File: config.mk
export PLATFORM = sky130hd
export DESIGN_NAME = tse_init_sequencer_flat
export DESIGN_NICKNAME = d
export VERILOG_FILES = /design/src/rtl/tse_init_pkg.sv /design/src/rtl/tse_init_sequencer_if.sv /design/src/rtl/tse_init_rom.sv /design/src/rtl/tse_init_sequencer.sv /design/src/flat_wrapper.sv
export SDC_FILE = /design/constraint.sdc
export NUM_CORES = 1
export LEC_CHECK = 0
export ABC_CLOCK_PERIOD_IN_PS = 3000
export BUFFER_PORTS_ARGS = -buffer_cell sky130_fd_sc_hd__buf_2
export CAP_MARGIN = 20
export CORE_MARGIN = 4
export CORE_UTILIZATION = 29
export DETAILED_ROUTE_END_ITERATION = 7
export HOLD_SLACK_MARGIN = 0.08
export SETUP_SLACK_MARGIN = 0.4
export SYNTH_ARGS = -nofsm -noshare
export SYNTH_HDL_FRONTEND = slang
export SYNTH_SLANG_ARGS = --single-unit
File: constraint.sdc
create_clock -name CLK_I -period 3 [get_ports CLK_I]
set_input_delay 0.3 -clock CLK_I [delete_from_list [all_inputs] [get_ports CLK_I]]
set_output_delay 0.3 -clock CLK_I [all_outputs]
set_load 0.05 [all_outputs]
File: src/rtl/tse_init_pkg.sv
// Shared types and TSE register map for the MAC bring-up sequencer.
package tse_init_pkg;

    typedef enum logic [1:0] {
        OP_WR    = 2'd0,
        OP_POLL  = 2'd1,
        OP_DELAY = 2'd2,
        OP_END   = 2'd3
    } op_t;

    typedef struct packed {
        op_t         op;
        logic [9:0]  adr;
        logic [31:0] data;
        logic [31:0] mask;
    } cmd_t;

    typedef enum logic [2:0] {
        S_IDLE, S_FETCH, S_WR_REQ, S_RD_REQ,
        S_CHECK, S_DELAY, S_DONE, S_ERROR
    } state_t;

    localparam logic [1:0] ERR_NONE    = 2'd0;
    localparam logic [1:0] ERR_TIMEOUT = 2'd1;
    localparam logic [1:0] ERR_POLL    = 2'd2;

    localparam logic [9:0] COMMAND_CONFIG   = 10'h008;
    localparam logic [9:0] MAC_0            = 10'h00C;
    localparam logic [9:0] MAC_1            = 10'h010;
    localparam logic [9:0] FRM_LENGTH       = 10'h014;
    localparam logic [9:0] RX_SECTION_EMPTY = 10'h01C;
    localparam logic [9:0] RX_SECTION_FULL  = 10'h020;
    localparam logic [9:0] TX_SECTION_EMPTY = 10'h024;
    localparam logic [9:0] TX_SECTION_FULL  = 10'h028;

    localparam logic [31:0] CC_TX_ENA   = 32'h0000_0001;
    localparam logic [31:0] CC_RX_ENA   = 32'h0000_0002;
    localparam logic [31:0] CC_SW_RESET = 32'h0000_2000;

    function automatic cmd_t mk(op_t op, logic [9:0] adr,
                                logic [31:0] data, logic [31:0] mask);
        cmd_t c;
        c.op   = op;
        c.adr  = adr;
        c.data = data;
        c.mask = mask;
        return c;
    endfunction

endpackage

File: src/rtl/tse_init_sequencer_if.sv
// Request/acknowledge link between the sequencer and the Avalon-MM init master.
interface tse_init_sequencer_if;
    logic        wr_rq;
    logic        rd_rq;
    logic [31:0] wr_adr;
    logic [31:0] rd_adr;
    logic [31:0] wr_data;
    logic        action_done;
    logic        rd_valid;
    logic [31:0] rd_data;

    modport master (
        output wr_rq, rd_rq, wr_adr, rd_adr, wr_data,
        input  action_done, rd_valid, rd_data
    );

    modport slave (
        input  wr_rq, rd_rq, wr_adr, rd_adr, wr_data,
        output action_done, rd_valid, rd_data
    );
endinterface

File: src/rtl/tse_init_rom.sv
// Combinational MAC bring-up command table; unused entries decode to END.
module tse_init_rom
    import tse_init_pkg::*;
#(
    parameter  int ROM_DEPTH = 32,
    localparam int IW        = $clog2(ROM_DEPTH)
) (
    input  logic [IW-1:0] index,
    output cmd_t          cmd
);

    always_comb begin
        cmd = mk(OP_END, 10'h000, 32'h0, 32'h0);
        case (32'(index))
            0:  cmd = mk(OP_WR,    COMMAND_CONFIG,   CC_SW_RESET,  32'h0);
            1:  cmd = mk(OP_POLL,  COMMAND_CONFIG,   32'h0,        CC_SW_RESET);
            2:  cmd = mk(OP_WR,    MAC_0,            32'h3322_1100, 32'h0);
            3:  cmd = mk(OP_WR,    MAC_1,            32'h0000_5544, 32'h0);
            4:  cmd = mk(OP_WR,    FRM_LENGTH,       32'd1518,     32'h0);
            5:  cmd = mk(OP_WR,    RX_SECTION_EMPTY, 32'd0,        32'h0);
            6:  cmd = mk(OP_WR,    RX_SECTION_FULL,  32'd16,       32'h0);
            7:  cmd = mk(OP_WR,    TX_SECTION_EMPTY, 32'd0,        32'h0);
            8:  cmd = mk(OP_WR,    TX_SECTION_FULL,  32'd16,       32'h0);
            9:  cmd = mk(OP_DELAY, 10'h000,          32'd10,       32'h0);
            10: cmd = mk(OP_WR,    COMMAND_CONFIG,   CC_TX_ENA | CC_RX_ENA, 32'h0);
            default: cmd = mk(OP_END, 10'h000, 32'h0, 32'h0);
        endcase
    end

endmodule

File: src/rtl/tse_init_sequencer.sv
// Walks the init ROM, issuing writes, masked polls and delays to the MAC.
module tse_init_sequencer
    import tse_init_pkg::*;
#(
    parameter  int ROM_DEPTH   = 32,
    parameter  int POLL_MAX    = 1000,
    parameter  int TIMEOUT_CYC = 4096,
    localparam int IW          = $clog2(ROM_DEPTH)
) (
    input  logic          CLK_I,
    input  logic          RST_I,
    input  logic          start,
    output logic          busy,
    output logic          done,
    output logic          error,
    output logic [IW-1:0] err_index,
    output logic [1:0]    err_code,
    tse_init_sequencer_if.master bus
);

    localparam int PW = $clog2(POLL_MAX + 1);
    localparam int TW = $clog2(TIMEOUT_CYC + 1);

    state_t        state, state_n;
    logic [IW-1:0] idx, idx_n;
    logic [9:0]    cmd_adr, adr_n;
    logic [31:0]   cmd_data, data_n;
    logic [31:0]   cmd_mask, mask_n;
    logic [31:0]   rdat, rdat_n;
    logic [PW-1:0] poll_cnt, poll_n;
    logic [TW-1:0] tmo_cnt, tmo_n;
    logic [15:0]   dly_cnt, dly_n;
    logic          wr_q, wr_n, rd_q, rd_n;
    logic          done_n, err_n;
    logic [1:0]    code_n;
    logic [IW-1:0] eidx_n;
    logic          adv, fail;
    logic [1:0]    fail_code;
    cmd_t          rom_cmd;

    tse_init_rom #(.ROM_DEPTH(ROM_DEPTH)) u_rom (
        .index (idx),
        .cmd   (rom_cmd)
    );

    assign busy        = !(state inside {S_IDLE, S_DONE, S_ERROR});
    assign bus.wr_rq   = wr_q;
    assign bus.rd_rq   = rd_q;
    assign bus.wr_adr  = {22'd0, cmd_adr};
    assign bus.rd_adr  = {22'd0, cmd_adr};
    assign bus.wr_data = cmd_data;

    always_ff @(posedge CLK_I or posedge RST_I) begin
        if (RST_I) begin
            state     <= S_IDLE;
            idx       <= '0;
            cmd_adr   <= '0;
            cmd_data  <= '0;
            cmd_mask  <= '0;
            rdat      <= '0;
            poll_cnt  <= '0;
            tmo_cnt   <= '0;
            dly_cnt   <= '0;
            wr_q      <= 1'b0;
            rd_q      <= 1'b0;
            done      <= 1'b0;
            error     <= 1'b0;
            err_code  <= ERR_NONE;
            err_index <= '0;
        end else begin
            state     <= state_n;
            idx       <= idx_n;
            cmd_adr   <= adr_n;
            cmd_data  <= data_n;
            cmd_mask  <= mask_n;
            rdat      <= rdat_n;
            poll_cnt  <= poll_n;
            tmo_cnt   <= tmo_n;
            dly_cnt   <= dly_n;
            wr_q      <= wr_n;
            rd_q      <= rd_n;
            done      <= done_n;
            error     <= err_n;
            err_code  <= code_n;
            err_index <= eidx_n;
        end
    end

    always_comb begin
        state_n   = state;
        idx_n     = idx;
        adr_n     = cmd_adr;
        data_n    = cmd_data;
        mask_n    = cmd_mask;
        rdat_n    = rdat;
        poll_n    = poll_cnt;
        tmo_n     = tmo_cnt;
        dly_n     = dly_cnt;
        wr_n      = wr_q;
        rd_n      = rd_q;
        done_n    = done;
        err_n     = error;
        code_n    = err_code;
        eidx_n    = err_index;
        adv       = 1'b0;
        fail      = 1'b0;
        fail_code = ERR_NONE;

        unique case (state)
            S_IDLE, S_DONE, S_ERROR: begin
                if (start) begin
                    state_n = S_FETCH;
                    idx_n   = '0;
                    done_n  = 1'b0;
                    err_n   = 1'b0;
                    code_n  = ERR_NONE;
                    eidx_n  = '0;
                end
            end
            S_FETCH: begin
                adr_n  = rom_cmd.adr;
                data_n = rom_cmd.data;
                mask_n = rom_cmd.mask;
                poll_n = '0;
                tmo_n  = '0;
                unique case (rom_cmd.op)
                    OP_WR: begin
                        state_n = S_WR_REQ;
                        wr_n    = 1'b1;
                    end
                    OP_POLL: begin
                        state_n = S_RD_REQ;
                        rd_n    = 1'b1;
                    end
                    OP_DELAY: begin
                        state_n = S_DELAY;
                        dly_n   = (rom_cmd.data[15:0] == 16'd0) ?
                                  16'd1 : rom_cmd.data[15:0];
                    end
                    OP_END: begin
                        state_n = S_DONE;
                        done_n  = 1'b1;
                    end
                endcase
            end
            S_WR_REQ: begin
                if (bus.action_done) begin
                    wr_n = 1'b0;
                    adv  = 1'b1;
                end else if (tmo_cnt == TW'(TIMEOUT_CYC - 1)) begin
                    wr_n      = 1'b0;
                    fail      = 1'b1;
                    fail_code = ERR_TIMEOUT;
                end else begin
                    tmo_n = tmo_cnt + TW'(1);
                end
            end
            S_RD_REQ: begin
                if (bus.action_done) begin
                    rd_n    = 1'b0;
                    state_n = S_CHECK;
                    if (bus.rd_valid) rdat_n = bus.rd_data;
                end else if (tmo_cnt == TW'(TIMEOUT_CYC - 1)) begin
                    rd_n      = 1'b0;
                    fail      = 1'b1;
                    fail_code = ERR_TIMEOUT;
                end else begin
                    tmo_n = tmo_cnt + TW'(1);
                end
            end
            S_CHECK: begin
                if (((rdat ^ cmd_data) & cmd_mask) == 32'd0) begin
                    adv = 1'b1;
                end else if (int'(poll_cnt) + 1 < POLL_MAX) begin
                    poll_n  = poll_cnt + PW'(1);
                    tmo_n   = '0;
                    rd_n    = 1'b1;
                    state_n = S_RD_REQ;
                end else begin
                    fail      = 1'b1;
                    fail_code = ERR_POLL;
                end
            end
            S_DELAY: begin
                if (dly_cnt <= 16'd1) adv = 1'b1;
                else dly_n = dly_cnt - 16'd1;
            end
        endcase

        // The last ROM slot finishes the sequence rather than wrapping to 0.
        if (adv) begin
            if (idx == IW'(ROM_DEPTH - 1)) begin
                state_n = S_DONE;
                done_n  = 1'b1;
            end else begin
                idx_n   = idx + IW'(1);
                state_n = S_FETCH;
            end
        end
        if (fail) begin
            state_n = S_ERROR;
            err_n   = 1'b1;
            code_n  = fail_code;
            eidx_n  = idx;
        end
    end

endmodule

File: src/flat_wrapper.sv
// flat-port wrapper written by rule: the top's interface ports become plain ports
module tse_init_sequencer_flat import tse_init_pkg::*;
#(
    parameter  int ROM_DEPTH   = 32,
    parameter  int POLL_MAX    = 1000,
    parameter  int TIMEOUT_CYC = 4096,
    localparam int IW          = $clog2(ROM_DEPTH)
)
  (CLK_I, RST_I, start, busy, done, error, err_index, err_code, bus_wr_rq, bus_rd_rq, bus_wr_adr, bus_rd_adr, bus_wr_data, bus_action_done, bus_rd_valid, bus_rd_data);
  tse_init_sequencer_if bus_i ();
  input  logic CLK_I;
  input  logic RST_I;
  input  logic start;
  output logic busy;
  output logic done;
  output logic error;
  output logic [IW-1:0] err_index;
  output logic [1:0] err_code;
  output wire logic [$bits(bus_i.wr_rq)-1:0] bus_wr_rq;
  output wire logic [$bits(bus_i.rd_rq)-1:0] bus_rd_rq;
  output wire logic [$bits(bus_i.wr_adr)-1:0] bus_wr_adr;
  output wire logic [$bits(bus_i.rd_adr)-1:0] bus_rd_adr;
  output wire logic [$bits(bus_i.wr_data)-1:0] bus_wr_data;
  input wire logic [$bits(bus_i.action_done)-1:0] bus_action_done;
  input wire logic [$bits(bus_i.rd_valid)-1:0] bus_rd_valid;
  input wire logic [$bits(bus_i.rd_data)-1:0] bus_rd_data;
  assign bus_wr_rq = bus_i.wr_rq;
  assign bus_rd_rq = bus_i.rd_rq;
  assign bus_wr_adr = bus_i.wr_adr;
  assign bus_rd_adr = bus_i.rd_adr;
  assign bus_wr_data = bus_i.wr_data;
  assign bus_i.action_done = bus_action_done;
  assign bus_i.rd_valid = bus_rd_valid;
  assign bus_i.rd_data = bus_rd_data;
  tse_init_sequencer #(.ROM_DEPTH(ROM_DEPTH), .POLL_MAX(POLL_MAX), .TIMEOUT_CYC(TIMEOUT_CYC)) u_core (.CLK_I(CLK_I), .RST_I(RST_I), .start(start), .busy(busy), .done(done), .error(error), .err_index(err_index), .err_code(err_code), .bus(bus_i));
endmodule
==> run summary, run 1 <==
TIMING
--------------------------------------------------------------------------------
Fraction of the cycle the final worst path needs ..................        0.812
RSZ-0062 raised after global routing ..............................         true
Time the worst path needs with I/O delays and setup ...............      2430 ps
Max-slew headroom at the worst pin ................................        0.578
Number of endpoints failing setup at the final stage ..............            0
Final Hold Fails ..................................................            0
Max-slew violation total from the final report ....................            0
Worst slew pin tran ...............................................       632 ps
Total negative slack ..............................................         0 ps
Maximum clock frequency ...........................................      411 MHz
Layout Skew .......................................................      5.50 ps

FINAL LAYOUT
--------------------------------------------------------------------------------
Final design utilization ..........................................        0.331
Area growth from synthesis to final layout ........................        11.1%
# diodes ..........................................................            0
Commonest non-fill, non-tap cell in the layout .................... sky130_fd_sc_hd__dfrtp_1
Post-layout net count .............................................          672
Most frequent cells in the layout ................................. sky130_fd_sc_hd__dfrtp_1, sky130_fd_sc_hd__nand2_1, sky130_fd_sc_hd__conb_1, sky130_fd_sc_hd__nor2_1, sky130_fd_sc_hd__buf_2
Fillers ...........................................................        1,802
Proportion of layout cells with a drive suffix above 1 ............        0.165

DETAILED ROUTING
--------------------------------------------------------------------------------
First DRT Iteration DRCs ..........................................          187
Metal2 WL .........................................................      5410 µm
DRC violation count after routing .................................            0
Detailed-route vias per instance ..................................         4.54
Met3 WL ...........................................................       433 µm
Via count .........................................................        3,826
Average wire per standard cell ....................................      13.2 µm
Final wirelength ..................................................    11,100 µm
Number of nets with antenna violations after routing ..............            0
Wire length on met1 ...............................................      5170 µm
Router iterations before antenna repair ...........................            4
Max layer used ....................................................         met4

CLOCK TREE
--------------------------------------------------------------------------------
Clock root cell ................................................... sky130_fd_sc_hd__clkbuf_16
Clock tree from TritonCTS .........................................         done
Number of buffers inserted during clock tree synthesis ............            9
Clock Pin Slew Worst Setup and Hold Paths .........................        60 ps
Maximum count of clock buffers along a single path ................            2
H-tree depth ......................................................            3
Clock latency on the worst-skew pair ..............................       340 ps
Clock Sinks .......................................................           75
Buffer count from post-CTS setup fixing ...........................            0

FLOORPLAN
--------------------------------------------------------------------------------
Die H .............................................................       139 µm
Number of placement rows ..........................................           47
Area inside the core boundary .....................................   16,700 µm²
I/O pin count .....................................................          145
Die area ..........................................................   19,300 µm²
Die outline width .................................................       139 µm
Initial core utilization ..........................................        0.298

GLOBAL ROUTING
--------------------------------------------------------------------------------
Total global routing overflow .....................................            0
Wire length of the first global-routing pass ......................    17,900 µm
Number of antenna violations at the first check in global routing .            0
Via count of the first global-routing pass ........................        3,431
Maximum number of pins on one net before global-route repair ......           36
Global router's overall resource usage ............................        0.113

CRITICAL PATH
--------------------------------------------------------------------------------
Kind of start point of the critical path ..........................    flip-flop
Crit Path Max Fanout ..............................................           16
Type of element capturing the critical path .......................    flip-flop
Stage delay of the slowest cell on the critical path ..............       450 ps
R2R Path Start .................................................... u_core.poll_cnt[0]
Cell type group with the largest total delay on the critical path . compound AO/OA/AOI/OAI gates
Capture point of the worst reg-to-reg path ........................ u_core.poll_cnt[2]
CP bufs+invs ......................................................            1
Critical path class ............................................... flip-flop to flip-flop
Worst Path Arrival ................................................      2660 ps
Crit path max-delay cell type ..................................... sky130_fd_sc_hd__dfrtp_1
Internal reg-to-reg setup slack ...................................       570 ps
Required @ worst endpoint .........................................      3230 ps
Cells along the critical path ..................................... ha_2 -> nand2b_1 -> mux2_1 -> o22a_1 -> and4_4 -> o21ai_1 -> buf_6 -> o21ai_0 -> a22o_1
R2R cell count ....................................................            9

LOGIC SYNTHESIS
--------------------------------------------------------------------------------
Count of flip-flops with a built-in enable after synthesis ........            0
Synthesized instance count ........................................          578
Ranking of synthesized cells by area .............................. sky130_fd_sc_hd__dfrtp_1, sky130_fd_sc_hd__buf_4, sky130_fd_sc_hd__nand2_1, sky130_fd_sc_hd__ha_1, sky130_fd_sc_hd__o21ai_0
Post-Synthesis Cell Area ..........................................     4970 µm²
Synth async-reset ratio ...........................................         1.00
Most area-hungry cell type in the Yosys netlist ................... sky130_fd_sc_hd__dfrtp_1
Post-synthesis average cell area ..................................     8.61 µm²
Proportion of synthesized chip area in sequential cells ...........        0.377
Number of flip-flops and latches in the synthesized netlist .......           75
Warnings from Yosys ...............................................            0
Proportion of netlist area held by the largest area contributor ...        0.377
Dominant synthesized flop cell .................................... sky130_fd_sc_hd__dfrtp_1
Number of different library cells in the post-synthesis netlist ...           66

POWER
--------------------------------------------------------------------------------
Pwr dens ..........................................................   941 nW/µm²
IR Drop Worst-Case VDD ............................................     0.600 mV
Leak pwr ..........................................................      2.67 nW

PLACE
--------------------------------------------------------------------------------
PortBufs ..........................................................           44
Dpl hpwl ..........................................................      8240 µm
Global placement routability congestion ...........................        0.847

MIN PATH
--------------------------------------------------------------------------------
Classification of the worst-slack hold path ....................... input port to flip-flop
WHS Path Cells ....................................................            2
Beginning of the worst hold path .................................. bus_rd_data[13]
Worst Hold Path EP ................................................ u_core.rdat[13]

RUN STATUS
--------------------------------------------------------------------------------
Outcome ........................................................... finished clean

RUN
--------------------------------------------------------------------------------
Maximum capacitance violations ....................................            0

-- area by class of cell --
type / instances / area, µm² / share of cell area
timing repair buffer: 64 / 377 / 0.0681
multi-input combinational: 452 / 2610 / 0.472
sequential: 75 / 1880 / 0.340
clock buffer: 11 / 253 / 0.0457
clock inverter: 5 / 75.1 / 0.0136
inverter: 16 / 61.3 / 0.0111
tap: 220 / 275 / 0.0498
-- state kept, by name, indices dropped and copies added, names as in the netlist, 2 cells and up --
| register | cells |
|---|---|
| u_core.bus.wr_data | 11 |
| u_core.cmd_adr | 4 |
| u_core.dly_cnt | 16 |
| u_core.err_code | 2 |
| u_core.err_index | 5 |
| u_core.idx | 5 |
| u_core.poll_cnt | 10 |
| u_core.state | 3 |
| u_core.tmo_cnt | 13 |
-- power breakdown --
group          total (W)  internal, W  leakage, nW  switching, W
registers        0.00148      0.00125         1.01      0.000235
logic            0.00252     0.000736         1.49       0.00179
clock network    0.00119     0.000769        0.165      0.000422
-- per-layer routing --
layer / global-route usage / vias up
met5: 0 / -
met1: 0.150 / 1812
met4: 0.0324 / 0
met2: 0.184 / 76
li1: - / 1926
met3: 0.0293 / 12
-- stage by stage --
stage               cells  power [W]  area [µm²]  hold slack, ps  setup WS, ps
floorplan             646    0.00353        5230             450           579
global route          843    0.00555        5530             233           378
CTS                   843    0.00521        5500             232           462
finish                843    0.00520        5530             235           565
detailed placement    826    0.00399        5160             415           468
global placement      826    0.00398        5160             415           477
-- repair_timing --
| item | CTS | global route |
|---|---|---|
| resized for setup | 0 | 6 |
| endpoints found under the setup margin | 0 | 15 |
| hold buffers | 1 | 0 |
| endpoints found under the hold margin | 33 | 0 |
-- cells in the mapped netlist (2+ instances only) --
master	instances
sky130_fd_sc_hd__buf_4	81
sky130_fd_sc_hd__dfrtp_1	75
sky130_fd_sc_hd__nand2_1	73
sky130_fd_sc_hd__nor2_1	48
sky130_fd_sc_hd__o21ai_0	41
sky130_fd_sc_hd__a21oi_1	23
sky130_fd_sc_hd__nor3_1	23
sky130_fd_sc_hd__nand3_1	19
sky130_fd_sc_hd__ha_1	17
sky130_fd_sc_hd__inv_1	16
sky130_fd_sc_hd__clkbuf_1	14
sky130_fd_sc_hd__a21o_1	10
sky130_fd_sc_hd__mux2i_1	9
sky130_fd_sc_hd__nand4_1	9
sky130_fd_sc_hd__nand2b_1	8
sky130_fd_sc_hd__xor2_1	8
sky130_fd_sc_hd__a31oi_1	6
sky130_fd_sc_hd__buf_2	6
sky130_fd_sc_hd__o22ai_1	6
sky130_fd_sc_hd__and3_1	5
sky130_fd_sc_hd__nor2b_1	5
sky130_fd_sc_hd__o31ai_1	5
sky130_fd_sc_hd__or3_1	5
sky130_fd_sc_hd__xnor2_1	5
sky130_fd_sc_hd__a22o_1	4
sky130_fd_sc_hd__and2_1	4
sky130_fd_sc_hd__mux2_2	4
sky130_fd_sc_hd__nor4_1	3
sky130_fd_sc_hd__a211o_1	2
sky130_fd_sc_hd__a21boi_0	2
sky130_fd_sc_hd__a41oi_1	2
sky130_fd_sc_hd__nor3b_1	2
sky130_fd_sc_hd__o211ai_1	2
sky130_fd_sc_hd__o22a_1	2
sky130_fd_sc_hd__or2_2	2
sky130_fd_sc_hd__or4_1	2
-- cell families (layout without fill, tap and decap cells) --
| logic type | after synthesis | after routing | synth area share |
|---|---|---|---|
| simple gates | 218 | 218 | 0.214 |
| compound gates | 121 | 121 | 0.159 |
| buf+inv | 119 | 96 | 0.154 |
| flops | 75 | 75 | 0.377 |
| fa+ha+maj | 17 | 17 | 0.0428 |
| mux | 14 | 14 | 0.0294 |
| xor+xnor | 13 | 13 | 0.0229 |
| other cells | 1 | 69 | 0.000754 |
-- worst register-to-register path: stages, from the launching register on --
cell and delay (ps):
sky130_fd_sc_hd__dfrtp_1 450, sky130_fd_sc_hd__ha_2 260, sky130_fd_sc_hd__nand2b_1 140, sky130_fd_sc_hd__mux2_1 280
sky130_fd_sc_hd__o22a_1 240, sky130_fd_sc_hd__and4_4 220, sky130_fd_sc_hd__o21ai_1 200, sky130_fd_sc_hd__buf_6 200
sky130_fd_sc_hd__o21ai_0 100, sky130_fd_sc_hd__a22o_1 230
-- how the worst max path moves through the flow --
| stage | startpoint | endpoint | depth (start not counted) |
|---|---|---|---|
| after floorplan | u_core.poll_cnt[0] | u_core.state[0] | 10 |
| after global placement | u_core.poll_cnt[0] | u_core.poll_cnt[2] | 9 |
| after detailed placement | u_core.poll_cnt[0] | u_core.poll_cnt[2] | 9 |
| after CTS | u_core.poll_cnt[0] | u_core.poll_cnt[2] | 9 |
| after global routing | u_core.poll_cnt[0] | u_core.poll_cnt[2] | 9 |
| final | u_core.poll_cnt[0] | u_core.poll_cnt[2] | 9 |
(Power assumes the default switching activity.)
==> run 2: changes to the inputs <==
ABC_CLOCK_PERIOD_IN_PS = 2200   (was 3000)
clock period = 2.2 ns   (was 3 ns; I/O delays follow)
==> run 2 against run 1 <==
The flow now finishes with violations (setup timing). Non-clock buffer count grew 70. Clock power up 21%. Cell count up 8.5%. Register-to-register slack lost 580 ps. Count of clock-buffer cells in the layout unchanged. Sequential share of layout area shrank 5.7 points. Critical endpoint is now u_core.state[0]. Largest power group unchanged. Highest routed layer unchanged.
==> run summary, run 2 (synthesized netlist as in run 1, its figures left out) <==
RUN STATUS
--------------------------------------------------------------------------------
Outcome ........................................................... complete, but fails checks
Violated checks ................................................... setup timing

CLOCK TREE
--------------------------------------------------------------------------------
H-tree depth ......................................................            3
Clock root cell ................................................... sky130_fd_sc_hd__clkbuf_16
Clock tree from TritonCTS .........................................         done
Maximum count of clock buffers along a single path ................            2
Number of buffers inserted during clock tree synthesis ............            9
Clock latency on the worst-skew pair ..............................       340 ps
Clock Pin Slew Worst Setup and Hold Paths .........................        60 ps
Clock Sinks .......................................................           75

CRITICAL PATH
--------------------------------------------------------------------------------
Internal reg-to-reg setup slack ...................................       -10 ps
Capturing element of the worst setup path ......................... u_core.state[0]
Required @ worst endpoint .........................................      2430 ps
Type of element capturing the critical path .......................    flip-flop
Critical path class ............................................... flip-flop to flip-flop
R2R cell count ....................................................            8
R2R Path Start .................................................... u_core.poll_cnt[1]
Capture point of the worst reg-to-reg path ........................ u_core.state[0]
Crit Path Max Fanout ..............................................            5
Worst Path Arrival ................................................      2440 ps
Kind of start point of the critical path ..........................    flip-flop
Critical path origin .............................................. u_core.poll_cnt[1]

FINAL LAYOUT
--------------------------------------------------------------------------------
Area growth from synthesis to final layout ........................        33.6%
Post-layout net count .............................................          744
Most frequent cells in the layout ................................. sky130_fd_sc_hd__dfrtp_1, sky130_fd_sc_hd__conb_1, sky130_fd_sc_hd__buf_4, sky130_fd_sc_hd__nand2_1, sky130_fd_sc_hd__buf_2
Proportion of layout cells with a drive suffix above 1 ............        0.360
Commonest non-fill, non-tap cell in the layout .................... sky130_fd_sc_hd__dfrtp_1
# diodes ..........................................................            0
Max reg flops .....................................................           16
Biggest register .................................................. u_core.dly_cnt
Non-Filler Cell Area, Final .......................................     6650 µm²
Final Instance Count excl. Fillers ................................          915

TIMING
--------------------------------------------------------------------------------
Layout Skew .......................................................      8.71 ps
Max-slew violation total from the final report ....................            0
Number of endpoints failing setup at the final stage ..............            2
RSZ-0062 raised after global routing ..............................         true
Final Hold Fails ..................................................            0
Fin worst setup slack .............................................     -14.3 ps
Fraction of the cycle the final worst path needs ..................         1.01
Time the worst path needs with I/O delays and setup ...............      2210 ps
Maximum clock frequency ...........................................      452 MHz

FLOORPLAN
--------------------------------------------------------------------------------
Die area ..........................................................   19,300 µm²
Die outline width .................................................       139 µm
Number of placement rows ..........................................           47
Initial core utilization ..........................................        0.298
I/O pin count .....................................................          145
Area inside the core boundary .....................................   16,700 µm²
Die H .............................................................       139 µm

PLACE
--------------------------------------------------------------------------------
Setup slack at placement ..........................................      -128 ps
Area of placed instances ..........................................     5710 µm²
Dpl hpwl ..........................................................      8870 µm
Total instance count after detailed placement .....................          870
Global placement routability congestion ...........................        0.819
PortBufs ..........................................................           44

DETAILED ROUTING
--------------------------------------------------------------------------------
Router iterations before antenna repair ...........................            6
Final wirelength ..................................................    13,000 µm
First DRT Iteration DRCs ..........................................          167
Detailed-route vias per instance ..................................         4.63
Number of nets with antenna violations after routing ..............            0
Via count .........................................................        4,239
DRC violation count after routing .................................            0
Average wire per standard cell ....................................      14.2 µm

POWER
--------------------------------------------------------------------------------
Overall power consumption .........................................    0.00816 W
Pwr dens ..........................................................  1230 nW/µm²
IR Drop Worst-Case VDD ............................................     0.741 mV
Leak pwr ..........................................................      3.11 nW

MIN PATH
--------------------------------------------------------------------------------
Classification of the worst-slack hold path ....................... input port to flip-flop
Beginning of the worst hold path .................................. bus_rd_data[13]

GLOBAL ROUTING
--------------------------------------------------------------------------------
Via count of the first global-routing pass ........................        4,061
Wire length of the first global-routing pass ......................    20,500 µm
Maximum number of pins on one net before global-route repair ......           76
Total global routing overflow .....................................            0
Global router's overall resource usage ............................        0.128
Number of antenna violations at the first check in global routing .            0

RUN
--------------------------------------------------------------------------------
Maximum capacitance violations ....................................            0

## run 2: cell count changes in the layout (fill, tap and decap cells not counted), sizes merged
cell,before,now
buf,63,133
bufinv,2,0
clkinvlp,0,1
inv,15,16
nand2,73,74
nand2b,9,10
## run 2: cell type report
cell class	instances	area, µm²
fill	1659	10100
sequential	75	1880
clock inverter	5	36.3
multi-input combinational	454	3110
tap	220	275
clock buffer	11	253
timing repair buffer	134	1020
inverter	16	66.3
## run 2: how the worst min path moves through the flow
stage / end / slack (ps) / cells after the start
after global routing: u_core.rdat[13] / 120 / 2
after CTS: u_core.rdat[13] / 120 / 2
after floorplan: u_core.rdat[13] / 370 / 1
after detailed placement: u_core.bus.wr_data[28] / 370 / 3
after global placement: u_core.dly_cnt[7] / 370 / 3
final: u_core.rdat[13] / 120 / 2
## run 2: critical path, stage by stage (launching register included)
cell                       delay, ps
sky130_fd_sc_hd__dfrtp_1         420
sky130_fd_sc_hd__ha_4            190
sky130_fd_sc_hd__nand2b_4        130
sky130_fd_sc_hd__mux2_4          260
sky130_fd_sc_hd__o22a_1          230
sky130_fd_sc_hd__and4_4          230
sky130_fd_sc_hd__o21a_4          230
sky130_fd_sc_hd__nand2b_4        170
sky130_fd_sc_hd__a211o_1         230
## run 2: per-layer routing
| metal | track usage | wire length [µm] | part of all wire |
|---|---|---|---|
| met1 | 0.178 | 6080 | 0.47 |
| met2 | 0.205 | 6250 | 0.48 |
| met3 | 0.0176 | 468 | 0.036 |
| met4 | 0.0463 | 216 | 0.017 |
| met5 | 0 | 0 | 0 |
## run 2: what timing repair did
action | 4_1_cts | 5_1_grt
gates cloned | 3 | 1
endpoints found under the setup margin | 60 | 65
endpoints found under the hold margin | 75 | 0
hold buffers | 1 | 0
buffers inserted | 18 | 6
resized for setup | 52 | 52
pin swaps | 32 | 18
## run 2: power breakdown
part | internal (W) | switching, W | total (W)
Combinational | 0.00172 | 0.00297 | 0.00469
Sequential | 0.00171 | 0.000326 | 0.00203
Clock | 0.000830 | 0.000614 | 0.00144
Total | 0.00426 | 0.00391 | 0.00816
## run 2: through the flow
stage / TNS (ps) / hold WS, ps / utilization
floorplan: -844 / 370 / -
global placement: -347 / 371 / 0.342
global route: -355 / 118 / 0.398
detailed placement: -861 / 369 / 0.342
finish: -22.0 / 118 / 0.398
CTS: 0 / 120 / 0.382
